<file path="config.mk">
export PLATFORM = sky130hd
export DESIGN_NAME = regfile_clr_bypass
export DESIGN_NICKNAME = d
export VERILOG_FILES = /design/src/rtl/regfile_clr_bypass.sv
export SDC_FILE = /design/constraint.sdc
export NUM_CORES = 1
export LEC_CHECK = 0
export BUFFER_PORTS_ARGS = -buffer_cell sky130_fd_sc_hd__buf_2
export CORE_MARGIN = 2
export CORE_UTILIZATION = 40
export CTS_CLUSTER_DIAMETER = 150
export CTS_CLUSTER_SIZE = 30
export DETAILED_ROUTE_END_ITERATION = 6
export HOLD_SLACK_MARGIN = 0.05
export PLACE_DENSITY_LB_ADDON = 0.05
export SETUP_SLACK_MARGIN = 0.05
export SLEW_MARGIN = 0
export SYNTH_ARGS = -nofsm -noshare
export SYNTH_HDL_FRONTEND = slang
export SYNTH_SLANG_ARGS = --single-unit
</file>
<file path="constraint.sdc">
create_clock -name clk_i -period 10.68 [get_ports clk_i]
set_input_delay 1.068 -clock clk_i [delete_from_list [all_inputs] [get_ports clk_i]]
set_output_delay 1.068 -clock clk_i [all_outputs]
set_load 0.01 [all_outputs]
</file>
<file path="src/rtl/regfile_clr_bypass.sv">
// Multi-port register file with registered read outputs, write-first bypass and a
// clear sequencer that zeroes every entry after reset or on request.
module regfile_clr_bypass #(
    parameter int unsigned width_p           = 32,
    parameter int unsigned els_p             = 32,
    parameter int unsigned num_rd_p          = 1,
    parameter int unsigned num_rs_p          = 2,
    parameter int unsigned x0_tied_to_zero_p = 1,
    parameter int unsigned clear_on_reset_p  = 1,
    localparam int unsigned addr_width_lp    = (els_p > 1) ? $clog2(els_p) : 1
) (
    input  logic                                   clk_i,
    input  logic                                   reset_n_i,
    input  logic                                   clear_i,
    output logic                                   ready_o,
    input  logic [num_rd_p-1:0]                    w_v_i,
    input  logic [num_rd_p-1:0][addr_width_lp-1:0] w_addr_i,
    input  logic [num_rd_p-1:0][width_p-1:0]       w_data_i,
    input  logic [num_rs_p-1:0]                    r_v_i,
    input  logic [num_rs_p-1:0][addr_width_lp-1:0] r_addr_i,
    output logic [num_rs_p-1:0][width_p-1:0]       r_data_o,
    output logic [num_rs_p-1:0]                    r_v_o
);

    localparam logic [0:0] state_clear_lp = 1'b0;
    localparam logic [0:0] state_ready_lp = 1'b1;
    localparam logic [0:0] state_reset_lp = (clear_on_reset_p != 0) ? state_clear_lp
                                                                     : state_ready_lp;

    logic [0:0]                       state_q, state_d;
    logic [addr_width_lp-1:0]         cnt_q, cnt_d;
    logic                             ready_q, ready_d;
    logic [num_rs_p-1:0]              r_v_q, r_v_d;
    logic [num_rs_p-1:0][width_p-1:0] r_data_q, r_data_d;
    logic [width_p-1:0]               mem_q [els_p];
    logic [num_rd_p-1:0]              w_en_c;
    logic                             in_ready_c;

    assign in_ready_c = (state_q == state_ready_lp);

    // A write commits only in READY, in range, and never to the tied-zero entry.
    always_comb begin
        w_en_c = '0;
        for (int i = 0; i < num_rd_p; i++) begin
            w_en_c[i] = in_ready_c && w_v_i[i]
                        && (32'(w_addr_i[i]) < els_p)
                        && !((x0_tied_to_zero_p != 0) && (w_addr_i[i] == '0));
        end
    end

    always_comb begin
        state_d  = state_q;
        cnt_d    = cnt_q;
        ready_d  = ready_q;
        r_v_d    = '0;
        r_data_d = r_data_q;
        case (state_q)
            state_clear_lp: begin
                cnt_d = cnt_q + addr_width_lp'(1);
                if (32'(cnt_q) == els_p - 1) begin
                    state_d = state_ready_lp;
                    cnt_d   = '0;
                end
            end
            default: begin
                if (clear_i) begin
                    state_d = state_clear_lp;
                    cnt_d   = '0;
                end
                // Later write ports override earlier ones, matching the storage update order.
                for (int j = 0; j < num_rs_p; j++) begin
                    if (r_v_i[j]) begin
                        r_v_d[j]    = 1'b1;
                        r_data_d[j] = '0;
                        if ((32'(r_addr_i[j]) < els_p)
                            && !((x0_tied_to_zero_p != 0) && (r_addr_i[j] == '0))) begin
                            r_data_d[j] = mem_q[r_addr_i[j]];
                            for (int i = 0; i < num_rd_p; i++) begin
                                if (w_en_c[i] && (w_addr_i[i] == r_addr_i[j])) begin
                                    r_data_d[j] = w_data_i[i];
                                end
                            end
                        end
                    end
                end
            end
        endcase
        ready_d = (state_d == state_ready_lp);
    end

    always_ff @(posedge clk_i) begin
        if (!reset_n_i) begin
            state_q  <= state_reset_lp;
            cnt_q    <= '0;
            ready_q  <= 1'b0;
            r_v_q    <= '0;
            r_data_q <= '0;
        end else begin
            state_q  <= state_d;
            cnt_q    <= cnt_d;
            ready_q  <= ready_d;
            r_v_q    <= r_v_d;
            r_data_q <= r_data_d;
        end
    end

    // Storage has no reset; the clear sequencer is what initialises it.
    always_ff @(posedge clk_i) begin
        if (reset_n_i) begin
            if (state_q == state_clear_lp) begin
                mem_q[cnt_q] <= '0;
            end else begin
                for (int i = 0; i < num_rd_p; i++) begin
                    if (w_en_c[i]) begin
                        mem_q[w_addr_i[i]] <= w_data_i[i];
                    end
                end
            end
        end
    end

    assign ready_o  = ready_q;
    assign r_v_o    = r_v_q;
    assign r_data_o = r_data_q;

endmodule

</file>
; ---- Yosys cells after proc, flatten, opt, wreduce, memory -nomap -nowiden
; Memory sizes are Yosys's and may differ from the RTL's.
; Cells that the tools add are included.
[op_classes]
n_eq_ne = 4
n_addsub = 1
mux = 22
n_reduce_logical = 12
[op_table]
columns = op, count
row1 = two-way mux 32 bit, 5
row2 = OR reduction 32 bit, 1
row3 = two-way mux 5 bit, 4
row4 = zero test 5 bit, 3
row5 = two-way mux 1 bit, 13
row6 = equality test 5 bit, 2
row7 = AND reduction 2 bit, 3
row8 = "adder 5 x 1 -> 5 bit, second input constant", 1
row9 = "equality test 5 bit, second input constant", 1
row10 = logical AND 1 bit, 4
row11 = "!= test 2 bit, second input constant", 1
row12 = zero test 1 bit, 1
[word_totals]
wordCells = 45
mem_bits_rw = 1024
reg_bits = 72
memories = 1
input_bits = 53
output_inout_bits = 67
[mem_list]
columns = name, depth, word_bits, rd, rd_clocked_by_memory_dff, write_ports, line
row1 = mem_q, 32, 32, 2, 0, 1, 35  ; logic [width_p-1:0] mem_q [els_p];

; ---- Depth between registers and ports, before layout
[logic_depth]
ltp_word = 9
ltp_mapped = 9

; ---- Worst setup path after synthesis
; No wires, ideal clock.
[synth_path]
kind = in2reg
from = input port w_addr_i[2] (netlist name)
to = memory mem_q[20][0] (enable)
path_slack_ps = 6533
path_buffers = 2
arrival_ps = 3726
cell_stages = 7
t_required_ps = 10259
cell_sequence = clkbuf_1 nor4_1 a21oi_1 buf_2 mux2i_1 nand2_1 nor2_1
[synth_via]
elab_chain_len = 9
word_cells_on_any_way = 10
classes_between = mux: 6 / reduce/logical: 4
[synth_rtl]
columns = item, line
row1 = "start, declared", 17  ; input logic [num_rd_p-1:0][addr_width_lp-1:0] w_addr_i,
row2 = zero test 5 bit, 47  ; && !((x0_tied_to_zero_p != 0) && (w_addr_i[i] == '0));
row3 = zero test 1 bit, 47
row4 = logical AND 1 bit, 47
row5 = two-way mux 1 bit, 114  ; if (w_en_c[i]) begin
row6 = two-way mux 1 bit, 110  ; if (state_q == state_clear_lp) begin
row7 = two-way mux 1 bit, 109  ; if (reset_n_i) begin
row8 = two-way mux 1 bit (implied by the code), 115  ; mem_q[w_addr_i[i]] <= w_data_i[i];
row9 = OR reduction 32 bit (no line), -
row10 = two-way mux 5 bit (no line) or two-way mux 1 bit (tied branches), -
row11 = "end, declared", 35
; Several ways; a longest one is shown, not always the timed one.

==> qor.yml <==
postSynthAreaPerCell_um2: 16.5
rsz0062_at_grt: "false"
min_period_ps: 4550
rows: 130
drive_above_1_share_pct: 16.7
p_total_w: 0.00736
dr.first_iter.drc_count: 3839
setup_violations: 0
yosysSeqAreaShare_pct: 63.3
numCtsBuffers: 42
start_util_pct: 40.4
worst_pin_slew_ps: 1300
clock_sinks: 1096
routedWlPerCell_um: 38.0
via_per_inst: 6.58
antenna_left: 0
clkPwrFrac_pct: 29.3
portBuffers: 119
power_leakage_nw: 20.2
layout.cells.non_filler: 4759
hold_buffers: 0
ys.warnings.count: 0
pwr-share-seq_pct: 63.2
design_area_mm2: 0.0547
maxCapViolations: 0
core_mm2: 0.126
drc: 0
grt_pass1_wl_um: 249000
synthArstFlopShare_pct: 0
vdd_ir_drop_max_uv: 119
syn-instance-count: 3074
synth_top_cell_by_area: "edfxtp_1"
crit_type: "reg2reg"
cts.clk_slew.worst_paths_ps: 130
hpwl_um: 98300
status: "finished clean"
ys_ff_latch: 1096
synth_edf_count: 1024
worstPathRequired_ps: 10990
r2r_start: "ready_o$_SDFF_PN0_"
cp_cell_sequence: "nand3_1 > a21oi_4 > buf_4 > mux2i_1 > nand2_1 > nor2_4 > buf_4"
combPwrFrac_pct: 7.5
cts_root_buf: "clkbuf_16"
cp.arrival_ps: 4860
finalCritPeriodShare_pct: 42.6
reg2reg_depth: 7
syn2layout_area_growth_pct: 7.49
dpl.cell_count: 4681
die_y_um: 361
post-synth-top-count-cell: "edfxtp_1"
dieArea_mm2: 0.130
min_path_type: "reg2reg"
regToRegEndpoint: "mem_q[23][21]$_DFFE_PP_"
pin_count: 120
cts.path.max_buffers: 3
ff2ff_setup_slack_ps: 6130
synth_top_area_share_pct: 60.5
start_kind: "flip-flop"
drt-pass1-iter-count: 7
htree_num_levels: 2
grt_overflow: 0
synth_ff_type: "edfxtp_1"
synth_cell_type_count: 59
fmax_mhz: 220
dpl_cell_area_mm2: 0.0534
syn_area_mm2: 0.0508
grt_pass1_vias: 31600
wl_um: 181000
synth_fp_nets: 3129
crit_path_end: "mem_q[23][21]$_DFFE_PP_"
tns_ps: 0
grt_max_degree: 129
max_slew_margin_pct: 13.6
antenna_found_initial: 6
drv_slew: 0
tritoncts: "done"
cpMaxStageDelayCell: "dfxtp_1"
nNetsFinal: 3130
die_x_um: 361
insertion_delay_ps: 680
gp_congestion: 0.797
ys_top_cells_by_count: "1024 x edfxtp_1, 668 x mux2i_1, 348 x a22oi_1"
worst_clock_skew_ps: 28.0
crit_fanout: 42
final-hold-violation-count: 0
power.net_switching_w: 0.00172
cpPeakStageDelay_ps: 800
synth_top_cells_by_area: "edfxtp_1 60%, mux2i_1 13%, mux4_2 8.5%"
cts_setup_buffers: 0
cts_resized: 0
vias: 31300
p_per_area_mw_per_mm2: 135
startpoint: "ready_o$_SDFF_PN0_"
whs_ps: 498
track_usage_pct: 27.3
end_kind: "flip-flop"
p_int_w: 0.00564
switching_share_pct: 23.4
worst_path_most_repeated_cell: "buf_4"
## layout by cell type (no fill, tap or decap), drive strengths merged, types with 32 or more instances in the layout
| cell | Yosys | final |
|---|---|---|
| a211oi | 33 | 33 |
| a22oi | 348 | 348 |
| a311o | 32 | 32 |
| and2 | 35 | 35 |
| buf | 149 | 203 |
| clkbuf | 99 | 78 |
| dfxtp | 72 | 72 |
| edfxtp | 1024 | 1024 |
| mux2i | 668 | 668 |
| mux4 | 192 | 192 |
| nand3 | 65 | 65 |
| nor2 | 36 | 36 |
| nor2b | 36 | 36 |
| nor4b | 40 | 40 |
| o211ai | 64 | 64 |
| o21ai | 37 | 37 |
## metal layers
metal / global-route usage (%) / share of wire (%) / up-vias
met5: 0 / 0 / -
met4: 6.65 / 2.7 / 0
met3: 5.39 / 7.9 / 248
met2: 42.4 / 45 / 1360
met1: 39.3 / 44 / 17000
li1: - / - / 12700
## worst min path at each step
stage,start,to,slack [ps],cells after the start
2_1_floorplan,cnt_q[3]$_SDFFE_PN0P_,cnt_q[3]$_SDFFE_PN0P_,490,2
3_3_place_gp,r_data_o[63]$_SDFFE_PN0P_,r_data_o[63]$_SDFFE_PN0P_,460,2
3_5_place_dp,r_data_o[50]$_SDFFE_PN0P_,r_data_o[50]$_SDFFE_PN0P_,470,2
4_1_cts,r_data_o[40]$_SDFFE_PN0P_,r_data_o[40]$_SDFFE_PN0P_,500,2
5_1_grt,r_data_o[5]$_SDFFE_PN0P_,r_data_o[5]$_SDFFE_PN0P_,530,1
6_report,r_data_o[40]$_SDFFE_PN0P_,r_data_o[40]$_SDFFE_PN0P_,500,2
## cell type report
| cell class | instances | area [um^2] |
|---|---|---|
| Fill cell | 11100 | 71200 |
| Sequential cell | 1096 | 32200 |
| Multi-Input combinational cell | 1725 | 17800 |
| Tap cell | 1650 | 2060 |
| Timing Repair Buffer | 205 | 1320 |
| Clock buffer | 76 | 1240 |
| Inverter | 5 | 18.8 |
| Clock inverter | 1 | 16.3 |
| Antenna cell | 1 | 2.50 |
## flip-flops by register name (all words and copies together), names as in the netlist
signal,flops
mem_q,1024
cnt_q,5
ready_o,1
r_data_o,64
r_v_o,2
## kinds of logic after synthesis
family,count (synthesis),share of synthesized area [%]
simple gates,274,3.41
compound gates,571,8.55
mux,867,21.8
xor+xnor,11,0.189
fa+ha+maj,2,0.0492
buf+inv,253,2.68
flops,1096,63.3
## worst max-delay path, delay by kind of cell, from the launching register on
kind / cells / cell delay [ps]
compound gates: 1 / 180
simple gates: 3 / 1400
mux: 1 / 430
buf+inv: 2 / 1320
flops: 1 / 800
## power groups by stage
stage | Sequential [W] | Combinational (W) | Clock, W
6_report | 0.00465 | 0.000553 | 0.00216
5_1_grt | 0.00466 | 0.000572 | 0.00233
4_1_cts | 0.00465 | 0.000548 | 0.00221
3_5_place_dp | 0.00475 | 0.000548 | 0
3_3_place_gp | 0.00475 | 0.000545 | 0
2_1_floorplan | 0.00475 | 0.000344 | 0
## metrics by stage
stage	util (%)	setup WS (ps)
2_1_floorplan	-	6530
3_3_place_gp	42.4	5710
3_5_place_dp	42.4	5710
4_1_cts	43.4	6200
5_1_grt	43.4	5940
6_report	43.4	6130
No activity file was read; power rests on OpenSTA's default activity.
